File: config.mk
export PLATFORM = sky130hd
export DESIGN_NAME = stereo_mix_accum_flat
export DESIGN_NICKNAME = d
export VERILOG_FILES = /design/src/rtl/mixer_pkg.sv /design/src/rtl/stereo_mix_accum_if.sv /design/src/rtl/stereo_mix_accum_vol_ramp.sv /design/src/rtl/stereo_mix_accum.sv /design/src/flat_wrapper.sv
export SDC_FILE = /design/constraint.sdc
export NUM_CORES = 2
export LEC_CHECK = 0
export BUFFER_PORTS_ARGS = -buffer_cell sky130_fd_sc_hd__buf_4
export CORE_UTILIZATION = 50
export DETAILED_ROUTE_END_ITERATION = 6
export GPL_TIMING_DRIVEN = 0
export PLACE_DENSITY = 0.69
export RECOVER_POWER = 50
export SYNTH_ARGS = -nofsm -noshare
export SYNTH_HDL_FRONTEND = slang
export SYNTH_SLANG_ARGS = --single-unit
File: constraint.sdc
create_clock -name sCLK_XVXENVS -period 14.35 [get_ports sCLK_XVXENVS]
set_input_delay 2.87 -clock sCLK_XVXENVS [delete_from_list [all_inputs] [get_ports sCLK_XVXENVS]]
set_output_delay 2.87 -clock sCLK_XVXENVS [all_outputs]
set_load 0.1 [all_outputs]
File: src/rtl/mixer_pkg.sv
// Shared mixer widths, limits and helpers for the stereo and future surround mixers.
// Pure declarations: no latency, no flow control.
package mixer_pkg;

    localparam int P1_W    = 25;
    localparam int P2_W    = 33;
    localparam int P3_W    = 41;
    localparam int PAN_MAX = 127;
    localparam int VOL_MAX = 127;

    // Index width for n entries, never less than one bit.
    function automatic int clogb2(input int n);
        int r;
        r = 1;
        for (int i = 1; i < 31; i++) begin
            if ((1 << i) < n) r = i + 1;
        end
        return r;
    endfunction

    // Clamp a wide signed value into a signed word of the given depth.
    function automatic logic signed [63:0] sat_resize(input logic signed [63:0] x,
                                                      input int unsigned depth);
        logic signed [63:0] hi;
        logic signed [63:0] lo;
        hi = (64'sd1 <<< (depth - 1)) - 64'sd1;
        lo = -(64'sd1 <<< (depth - 1));
        if (x > hi) return hi;
        if (x < lo) return lo;
        return x;
    endfunction

endpackage

File: src/rtl/stereo_mix_accum_if.sv
// Oscillator-sample, control and mixed-output bundle of the stereo mix accumulator.
// Valid-only strobes: the sink must take every sample and output word.
interface stereo_mix_accum_if
    import mixer_pkg::*;
#(
    parameter int AUD_BIT_DEPTH = 24,
    parameter int V_OSC         = 4
);
    localparam int O_WIDTH = clogb2(V_OSC);

    logic                            osc_valid;
    logic                            osc_last;
    logic        [O_WIDTH-1:0]       osc_sel;
    logic signed [16:0]              sine_lut_out;
    logic signed [7:0]               level_mul_vel;
    logic signed [7:0]               osc_lvl [V_OSC-1:0];
    logic signed [7:0]               osc_pan [V_OSC-1:0];
    logic signed [7:0]               m_vol;
    logic                            mute;
    logic                            clip_clr;
    logic signed [AUD_BIT_DEPTH-1:0] lsound_out;
    logic signed [AUD_BIT_DEPTH-1:0] rsound_out;
    logic                            out_valid;
    logic                            clip;
    logic        [7:0]               vol_cur;

    modport master (
        output osc_valid, osc_last, osc_sel, sine_lut_out, level_mul_vel,
               osc_lvl, osc_pan, m_vol, mute, clip_clr,
        input  lsound_out, rsound_out, out_valid, clip, vol_cur
    );

    modport slave (
        input  osc_valid, osc_last, osc_sel, sine_lut_out, level_mul_vel,
               osc_lvl, osc_pan, m_vol, mute, clip_clr,
        output lsound_out, rsound_out, out_valid, clip, vol_cur
    );

endinterface

File: src/rtl/stereo_mix_accum_vol_ramp.sv
// Master-volume ramp: steps vol_cur toward the mute/m_vol target once per enabled cycle.
// One-cycle update on i_en; no backpressure.
module vol_ramp
    import mixer_pkg::*;
#(
    parameter int RAMP_STEP = 1
)(
    input  logic              i_clk,
    input  logic              i_rst_n,
    input  logic              i_en,
    input  logic signed [7:0] i_m_vol,
    input  logic              i_mute,
    output logic        [7:0] o_vol_cur
);
    localparam logic [7:0] STEP = 8'(RAMP_STEP);
    localparam logic [7:0] VMAX = 8'(VOL_MAX);

    logic [7:0] r_vol;
    logic [7:0] w_target;
    logic [7:0] w_diff;
    logic [7:0] w_next;

    always_comb begin
        w_target = 8'd0;
        w_diff   = 8'd0;
        w_next   = r_vol;
        if (!i_mute && !i_m_vol[7]) begin
            w_target = ($unsigned(i_m_vol) > VMAX) ? VMAX : $unsigned(i_m_vol);
        end
        if (w_target > r_vol) begin
            w_diff = w_target - r_vol;
            w_next = (w_diff > STEP) ? r_vol + STEP : w_target;
        end else if (w_target < r_vol) begin
            w_diff = r_vol - w_target;
            w_next = (w_diff > STEP) ? r_vol - STEP : w_target;
        end
    end

    always_ff @(posedge i_clk or negedge i_rst_n) begin
        if (!i_rst_n) begin
            r_vol <= 8'd0;
        end else if (i_en) begin
            r_vol <= w_next;
        end
    end

    assign o_vol_cur = r_vol;

endmodule

File: src/rtl/stereo_mix_accum.sv
// Stereo oscillator mixer: level/pan pipeline, per-frame L/R accumulate, master volume, saturate.
// out_valid four edges after the last sample's edge; one sample per cycle, no backpressure.
module stereo_mix_accum
    import mixer_pkg::*;
#(
    parameter int AUD_BIT_DEPTH = 24,
    parameter int V_OSC         = 4,
    parameter int O_WIDTH       = clogb2(V_OSC),
    parameter int ACC_WIDTH     = 48,
    parameter int OUT_SHIFT     = 54 - AUD_BIT_DEPTH,
    parameter int RAMP_STEP     = 1
)(
    input  logic              sCLK_XVXENVS,
    input  logic              reset_reg_N,
    stereo_mix_accum_if.slave bus
);
    localparam int PROD_W = ACC_WIDTH + 9;

    logic                        r_s1_vld, r_s1_last;
    logic        [O_WIDTH-1:0]   r_s1_sel;
    logic signed [P1_W-1:0]      r_p1;
    logic signed [P1_W-1:0]      w_p1;

    logic                        r_s2_vld, r_s2_last;
    logic        [O_WIDTH-1:0]   r_s2_sel;
    logic signed [P2_W-1:0]      r_p2;
    logic signed [P2_W-1:0]      w_p2;
    logic signed [7:0]           w_lvl;

    logic                        r_s3_vld, r_s3_last;
    logic signed [P3_W-1:0]      r_pl, r_pr;
    logic signed [P3_W-1:0]      w_pl, w_pr;
    logic signed [7:0]           w_pan_raw;
    logic        [7:0]           w_pan, w_pan_l;

    logic signed [ACC_WIDTH-1:0] r_acc_l, r_acc_r;
    logic signed [ACC_WIDTH-1:0] r_hold_l, r_hold_r;
    logic                        r_hold_vld;
    logic signed [ACC_WIDTH-1:0] w_pl_ext, w_pr_ext;

    logic        [7:0]           w_vol;
    logic signed [8:0]           w_vol_s;
    logic signed [PROD_W-1:0]    w_prod_l, w_prod_r;
    logic signed [PROD_W-1:0]    w_shift_l, w_shift_r;
    logic signed [63:0]          w_wide_l, w_wide_r;
    logic signed [63:0]          w_satv_l, w_satv_r;
    logic                        w_clip_l, w_clip_r;

    logic signed [AUD_BIT_DEPTH-1:0] r_lsound, r_rsound;
    logic                            r_out_vld;
    logic                            r_clip;

    // S1: sample x envelope/velocity level.
    assign w_p1 = P1_W'(bus.sine_lut_out) * P1_W'(bus.level_mul_vel);

    always_ff @(posedge sCLK_XVXENVS or negedge reset_reg_N) begin
        if (!reset_reg_N) begin
            r_s1_vld  <= 1'b0;
            r_s1_last <= 1'b0;
            r_s1_sel  <= '0;
            r_p1      <= '0;
        end else begin
            r_s1_vld  <= bus.osc_valid;
            r_s1_last <= bus.osc_valid & bus.osc_last;
            r_s1_sel  <= bus.osc_sel;
            r_p1      <= w_p1;
        end
    end

    // S2: per-oscillator level.
    assign w_lvl = bus.osc_lvl[r_s1_sel];
    assign w_p2  = P2_W'(r_p1) * P2_W'(w_lvl);

    always_ff @(posedge sCLK_XVXENVS or negedge reset_reg_N) begin
        if (!reset_reg_N) begin
            r_s2_vld  <= 1'b0;
            r_s2_last <= 1'b0;
            r_s2_sel  <= '0;
            r_p2      <= '0;
        end else begin
            r_s2_vld  <= r_s1_vld;
            r_s2_last <= r_s1_last;
            r_s2_sel  <= r_s1_sel;
            r_p2      <= w_p2;
        end
    end

    // S3: pan split; negative pan behaves as hard left.
    assign w_pan_raw = bus.osc_pan[r_s2_sel];
    assign w_pan     = w_pan_raw[7] ? 8'd0 : $unsigned(w_pan_raw);
    assign w_pan_l   = 8'(PAN_MAX) - w_pan;
    assign w_pl      = P3_W'(r_p2) * P3_W'($signed({1'b0, w_pan_l}));
    assign w_pr      = P3_W'(r_p2) * P3_W'($signed({1'b0, w_pan}));

    always_ff @(posedge sCLK_XVXENVS or negedge reset_reg_N) begin
        if (!reset_reg_N) begin
            r_s3_vld  <= 1'b0;
            r_s3_last <= 1'b0;
            r_pl      <= '0;
            r_pr      <= '0;
        end else begin
            r_s3_vld  <= r_s2_vld;
            r_s3_last <= r_s2_last;
            r_pl      <= w_pl;
            r_pr      <= w_pr;
        end
    end

    assign w_pl_ext = ACC_WIDTH'(r_pl);
    assign w_pr_ext = ACC_WIDTH'(r_pr);

    // The last token hands the frame sum to hold and frees the accumulator in the
    // same edge, so a following frame can start with no gap.
    always_ff @(posedge sCLK_XVXENVS or negedge reset_reg_N) begin
        if (!reset_reg_N) begin
            r_acc_l    <= '0;
            r_acc_r    <= '0;
            r_hold_l   <= '0;
            r_hold_r   <= '0;
            r_hold_vld <= 1'b0;
        end else begin
            r_hold_vld <= r_s3_vld & r_s3_last;
            if (r_s3_vld) begin
                if (r_s3_last) begin
                    r_hold_l <= r_acc_l + w_pl_ext;
                    r_hold_r <= r_acc_r + w_pr_ext;
                    r_acc_l  <= '0;
                    r_acc_r  <= '0;
                end else begin
                    r_acc_l  <= r_acc_l + w_pl_ext;
                    r_acc_r  <= r_acc_r + w_pr_ext;
                end
            end
        end
    end

    // Output: master volume, shift, saturate.
    assign w_vol_s   = $signed({1'b0, w_vol});
    assign w_prod_l  = PROD_W'(r_hold_l) * PROD_W'(w_vol_s);
    assign w_prod_r  = PROD_W'(r_hold_r) * PROD_W'(w_vol_s);
    assign w_shift_l = w_prod_l >>> OUT_SHIFT;
    assign w_shift_r = w_prod_r >>> OUT_SHIFT;
    assign w_wide_l  = 64'(w_shift_l);
    assign w_wide_r  = 64'(w_shift_r);
    assign w_satv_l  = sat_resize(w_wide_l, AUD_BIT_DEPTH);
    assign w_satv_r  = sat_resize(w_wide_r, AUD_BIT_DEPTH);
    assign w_clip_l  = (w_satv_l != w_wide_l);
    assign w_clip_r  = (w_satv_r != w_wide_r);

    always_ff @(posedge sCLK_XVXENVS or negedge reset_reg_N) begin
        if (!reset_reg_N) begin
            r_lsound  <= '0;
            r_rsound  <= '0;
            r_out_vld <= 1'b0;
            r_clip    <= 1'b0;
        end else begin
            r_out_vld <= r_hold_vld;
            if (r_hold_vld) begin
                r_lsound <= w_satv_l[AUD_BIT_DEPTH-1:0];
                r_rsound <= w_satv_r[AUD_BIT_DEPTH-1:0];
            end
            // A fresh clip outranks a clear in the same cycle.
            if (r_hold_vld && (w_clip_l || w_clip_r)) begin
                r_clip <= 1'b1;
            end else if (bus.clip_clr) begin
                r_clip <= 1'b0;
            end
        end
    end

    vol_ramp #(
        .RAMP_STEP (RAMP_STEP)
    ) u_vol_ramp (
        .i_clk     (sCLK_XVXENVS),
        .i_rst_n   (reset_reg_N),
        .i_en      (r_out_vld),
        .i_m_vol   (bus.m_vol),
        .i_mute    (bus.mute),
        .o_vol_cur (w_vol)
    );

    assign bus.lsound_out = r_lsound;
    assign bus.rsound_out = r_rsound;
    assign bus.out_valid  = r_out_vld;
    assign bus.clip       = r_clip;
    assign bus.vol_cur    = w_vol;

endmodule

File: src/flat_wrapper.sv
// flat-port wrapper written by rule: the top's interface ports become plain ports
module stereo_mix_accum_flat import mixer_pkg::*;
#(
    parameter int AUD_BIT_DEPTH = 24,
    parameter int V_OSC         = 4,
    parameter int O_WIDTH       = clogb2(V_OSC),
    parameter int ACC_WIDTH     = 48,
    parameter int OUT_SHIFT     = 54 - AUD_BIT_DEPTH,
    parameter int RAMP_STEP     = 1
)
  (sCLK_XVXENVS, reset_reg_N, bus_osc_valid, bus_osc_last, bus_osc_sel, bus_sine_lut_out, bus_level_mul_vel, bus_osc_lvl, bus_osc_pan, bus_m_vol, bus_mute, bus_clip_clr, bus_lsound_out, bus_rsound_out, bus_out_valid, bus_clip, bus_vol_cur);
  stereo_mix_accum_if #(.AUD_BIT_DEPTH(AUD_BIT_DEPTH), .V_OSC(V_OSC)) bus_i ();
  input  logic sCLK_XVXENVS;
  input  logic reset_reg_N;
  input wire logic [$bits(bus_i.osc_valid)-1:0] bus_osc_valid;
  input wire logic [$bits(bus_i.osc_last)-1:0] bus_osc_last;
  input wire logic [$bits(bus_i.osc_sel)-1:0] bus_osc_sel;
  input wire logic [$bits(bus_i.sine_lut_out)-1:0] bus_sine_lut_out;
  input wire logic [$bits(bus_i.level_mul_vel)-1:0] bus_level_mul_vel;
  input wire logic [$bits(bus_i.osc_lvl)-1:0] bus_osc_lvl;
  input wire logic [$bits(bus_i.osc_pan)-1:0] bus_osc_pan;
  input wire logic [$bits(bus_i.m_vol)-1:0] bus_m_vol;
  input wire logic [$bits(bus_i.mute)-1:0] bus_mute;
  input wire logic [$bits(bus_i.clip_clr)-1:0] bus_clip_clr;
  output wire logic [$bits(bus_i.lsound_out)-1:0] bus_lsound_out;
  output wire logic [$bits(bus_i.rsound_out)-1:0] bus_rsound_out;
  output wire logic [$bits(bus_i.out_valid)-1:0] bus_out_valid;
  output wire logic [$bits(bus_i.clip)-1:0] bus_clip;
  output wire logic [$bits(bus_i.vol_cur)-1:0] bus_vol_cur;
  assign bus_i.osc_valid = bus_osc_valid;
  assign bus_i.osc_last = bus_osc_last;
  assign bus_i.osc_sel = bus_osc_sel;
  assign bus_i.sine_lut_out = bus_sine_lut_out;
  assign bus_i.level_mul_vel = bus_level_mul_vel;
  assign bus_i.osc_lvl = {>>{bus_osc_lvl}};
  assign bus_i.osc_pan = {>>{bus_osc_pan}};
  assign bus_i.m_vol = bus_m_vol;
  assign bus_i.mute = bus_mute;
  assign bus_i.clip_clr = bus_clip_clr;
  assign bus_lsound_out = bus_i.lsound_out;
  assign bus_rsound_out = bus_i.rsound_out;
  assign bus_out_valid = bus_i.out_valid;
  assign bus_clip = bus_i.clip;
  assign bus_vol_cur = bus_i.vol_cur;
  stereo_mix_accum #(.AUD_BIT_DEPTH(AUD_BIT_DEPTH), .V_OSC(V_OSC), .O_WIDTH(O_WIDTH), .ACC_WIDTH(ACC_WIDTH), .OUT_SHIFT(OUT_SHIFT), .RAMP_STEP(RAMP_STEP)) u_core (.sCLK_XVXENVS(sCLK_XVXENVS), .reset_reg_N(reset_reg_N), .bus(bus_i));
endmodule
==> flow_summary.json <==
{
  "grt.overflow.total": 0,
  "tritoncts": "done",
  "drt_pass1_iterations": 7,
  "grt_pass1_wl_um": 285000,
  "fmax_mhz": 97.1,
  "syn_area_per_cell_um2": 9.18,
  "cp.depth": 25,
  "start_kind": "input pin",
  "postSynthCellCount": 7651,
  "post_drt_wl_per_cell_um": 17.7,
  "globalRouteTotalUtil_pct": 25.0,
  "synth-seq-area-share_pct": 14.3,
  "min_period_ns": 10.29,
  "synth-seq-cells": 401,
  "routed_via_density": 5.30,
  "worstMarginPinSlew_ns": 6.23,
  "slew_violations": 107,
  "synth_edf_count": 0,
  "setup_viol": 0,
  "final_util_pct": 54.2,
  "top_layer_used": "met4",
  "critPathMaxFanout": 10,
  "multi_input_area_um2": 53500,
  "final.setup.worst_slack_ns": 4.06,
  "cp_num_buf_inv": 5,
  "drc_errors": 1,
  "synth_nets": 9559,
  "synthArstFlopShare_pct": 100,
  "yosys_most_used_dff": "dfrtp_1",
  "clk-insertion-delay-late_ns": 0.64,
  "hold-path-endpoint": "u_core.r_s3_last$_DFF_PN0_",
  "vias": 51900,
  "antenna_found_initial": 5,
  "met3WireLength_um": 8700,
  "clkTransAtPathRegs_ns": 0.07,
  "num-fill-cells": 12600,
  "seq_area_um2": 10000,
  "rows": 137,
  "hold_class": "flip-flop to flip-flop",
  "dieArea_um2": 142000,
  "yosys_warnings": 0,
  "slowest_delay_ns": 0.57,
  "grt_start_max_net_pins": 118,
  "rsz0062_at_grt": "false",
  "cts_sinks": 401,
  "ctsResizeCount": 0,
  "die_y_um": 377,
  "wl_met2_um": 83300,
  "drv_cap": 1,
  "slowest_stage": "mux4_2",
  "core_um2": 139000,
  "critPathKind": "input pin to flip-flop",
  "min_delay_path_depth": 0,
  "nNetsFinal": 9777,
  "clock_path_buffers": 3,
  "crit_top_cell": "fa_1",
  "rrSetupSlack_ns": 4.84,
  "initial_core_util_pct": 50.4,
  "cts_setup_buffers": 0,
  "wl_met1_um": 77000,
  "outcome": "finished with violations",
  "gp_congestion": 0.915,
  "io_pins": 163,
  "timing.rr.start": "u_core.u_vol_ramp.o_vol_cur[1]$_DFFE_PN0P_",
  "cp_top_family": "compound AO/OA/AOI/OAI gates",
  "r2r_cells": 28,
  "grt_pass1_vias": 54800,
  "numPortBuffers": 162,
  "min_period_over_period_pct": 71.7,
  "synth_area_um2": 70200,
  "wl_um": 174000,
  "hold_viol": 0,
  "skew_ns": 0.0251,
  "hp-start": "u_core.r_s2_last$_DFF_PN0_",
  "required_ns": 14.91,
  "hpwl_um": 145000,
  "dr.first_iter.drc_count": 3077,
  "ctsRootBufferMaster": "clkbuf_16",
  "failed_checks": "DRC, capacitance limit, slew limit",
  "htreeDepth": 2,
  "ys_types": 103,
  "syn_to_final_growth_pct": 7.62,
  "tns_ns": 0,
  "die_w_um": 377,
  "ant_nets": 0,
  "cts_buffers": 49,
  "slew_headroom_pct": -315,
  "worstPathArrival_ns": 10.85,
  "reg2reg_to": "u_core.bus.clip$_DFFE_PN0P_",
  "cts_hold_buf": 0,
  "pre_cts_ws_ns": 3.59,
  "endpoint_kind": "flip-flop",
  "hold_ws_ns": 0.345,
  "drive_above_1_share_pct": 4.30
}
## stage by stage
step                cell area [um2]  instances
detailed placement            73900       9692
CTS                           75600       9784
global placement              73800       9689
floorplan                     70200       7651
finish                        75600       9790
global route                  75600       9787
## cells in the mapped netlist, drive strengths merged, types with 19 or more instances
library cell,instances,area share (%)
or3,21,0.19
o31ai,19,0.22
o2bb2ai,87,1.1
a31oi,20,0.18
o22a,27,0.34
inv,1449,7.7
fa,1196,34
and2,778,6.9
nand2,846,4.5
nand4,26,0.23
nor2,209,1.1
o21bai,34,0.37
xnor2,190,2.4
dfrtp,401,14
and3,35,0.33
a21o,117,1.3
nor3,60,0.44
a211oi,36,0.40
a21oi,265,1.9
ha,607,11
clkbuf,257,1.4
nand2b,87,0.79
buf,45,0.29
o21ai,233,1.7
xor2,97,1.2
nor2b,182,1.6
o21a,34,0.36
nand3,60,0.43
## worst max path at each step
stage,endpoint,slack [ns],start
after floorplan,u_core.r_pr[39]$_DFF_PN0_,5.36,bus_osc_pan[31]
after global placement,u_core.r_pr[40]$_DFF_PN0_,3.68,bus_osc_pan[31]
after global routing,u_core.r_pr[39]$_DFF_PN0_,3.59,bus_osc_pan[31]
after detailed placement,u_core.r_pr[40]$_DFF_PN0_,3.59,bus_osc_pan[31]
final,u_core.r_pr[40]$_DFF_PN0_,4.06,bus_osc_pan[31]
after CTS,u_core.r_pr[39]$_DFF_PN0_,4.21,bus_osc_pan[31]
## layer usage
metal	vias up	GRT usage, %
li1	24200	-
met1	26200	34.1
met2	1257	42.3
met3	260	2.80
met4	0	6.73
met5	-	0
## cell type report
| cell class | count | share of cell area [%] |
|---|---|---|
| multi-input combinational | 5498 | 70.8 |
| inverter | 1450 | 7.20 |
| tap | 1876 | 3.11 |
| buffer | 302 | 1.55 |
| timing repair buffer | 167 | 1.73 |
| clock inverter | 27 | 0.434 |
| sequential | 401 | 13.3 |
| antenna | 4 | 0.0132 |
| clock buffer | 65 | 1.86 |
## state kept, by name (all words and copies together), names as in the netlist
| name | count |
|---|---|
| u_core.bus.lsound_out | 24 |
| u_core.r_p2 | 33 |
| u_core.r_hold_l | 48 |
| u_core.r_s3_last | 1 |
| u_core.r_s1_last | 1 |
| u_core.bus.rsound_out | 24 |
| u_core.r_hold_vld | 1 |
| u_core.r_pr | 41 |
| u_core.r_s2_last | 1 |
| u_core.r_s2_sel | 2 |
| u_core.bus.clip | 1 |
| u_core.u_vol_ramp.o_vol_cur | 8 |
| u_core.r_acc_r | 48 |
| u_core.bus.out_valid | 1 |
| u_core.r_s1_sel | 2 |
| u_core.r_s1_vld | 1 |
| u_core.r_s3_vld | 1 |
| u_core.r_pl | 41 |
| u_core.r_s2_vld | 1 |
| u_core.r_p1 | 25 |
| u_core.r_hold_r | 48 |
| u_core.r_acc_l | 48 |
## placed cells by master (no fill, tap or decap), types with 159 or more instances in the layout
master,netlist,final
nor2b_1,182,182
xnor2_1,190,190
nor2_1,208,208
clkbuf_1,257,265
dfrtp_1,401,401
and2_1,778,770
buf_4,1,159
nand2_1,846,846
inv_1,1448,1448
a21oi_1,259,262
o21ai_0,197,208
fa_1,1196,1196
ha_1,607,607
## worst reg2reg max path: cells and delay by family (launching register included)
family	cells	cell delay, ns
buffers and inverters	7	2.56
flip-flops	1	0.67
adder cells (fa/ha/maj)	6	2.89
AO/OA/AOI/OAI	11	2.56
AND/OR/NAND/NOR	3	0.55
XOR/XNOR	1	0.19
## kinds of logic (layout without fill, tap and decap cells)
family          after synthesis  count (layout)  synth area share [%]
simple gates               2361            2361                  17.2
fa+ha+maj                  1803            1803                  44.9
buf+inv                    1752            2011                  9.42
compound gates             1016            1016                  9.86
flops                       401             401                  14.3
xor+xnor                    287             287                  3.61
mux                          30              30                 0.683
other cells                   1               5               0.00534
Power is left out: the tool's default activity adds up to more than one toggle a clock period on the data nets, which glitch-free logic cannot reach.
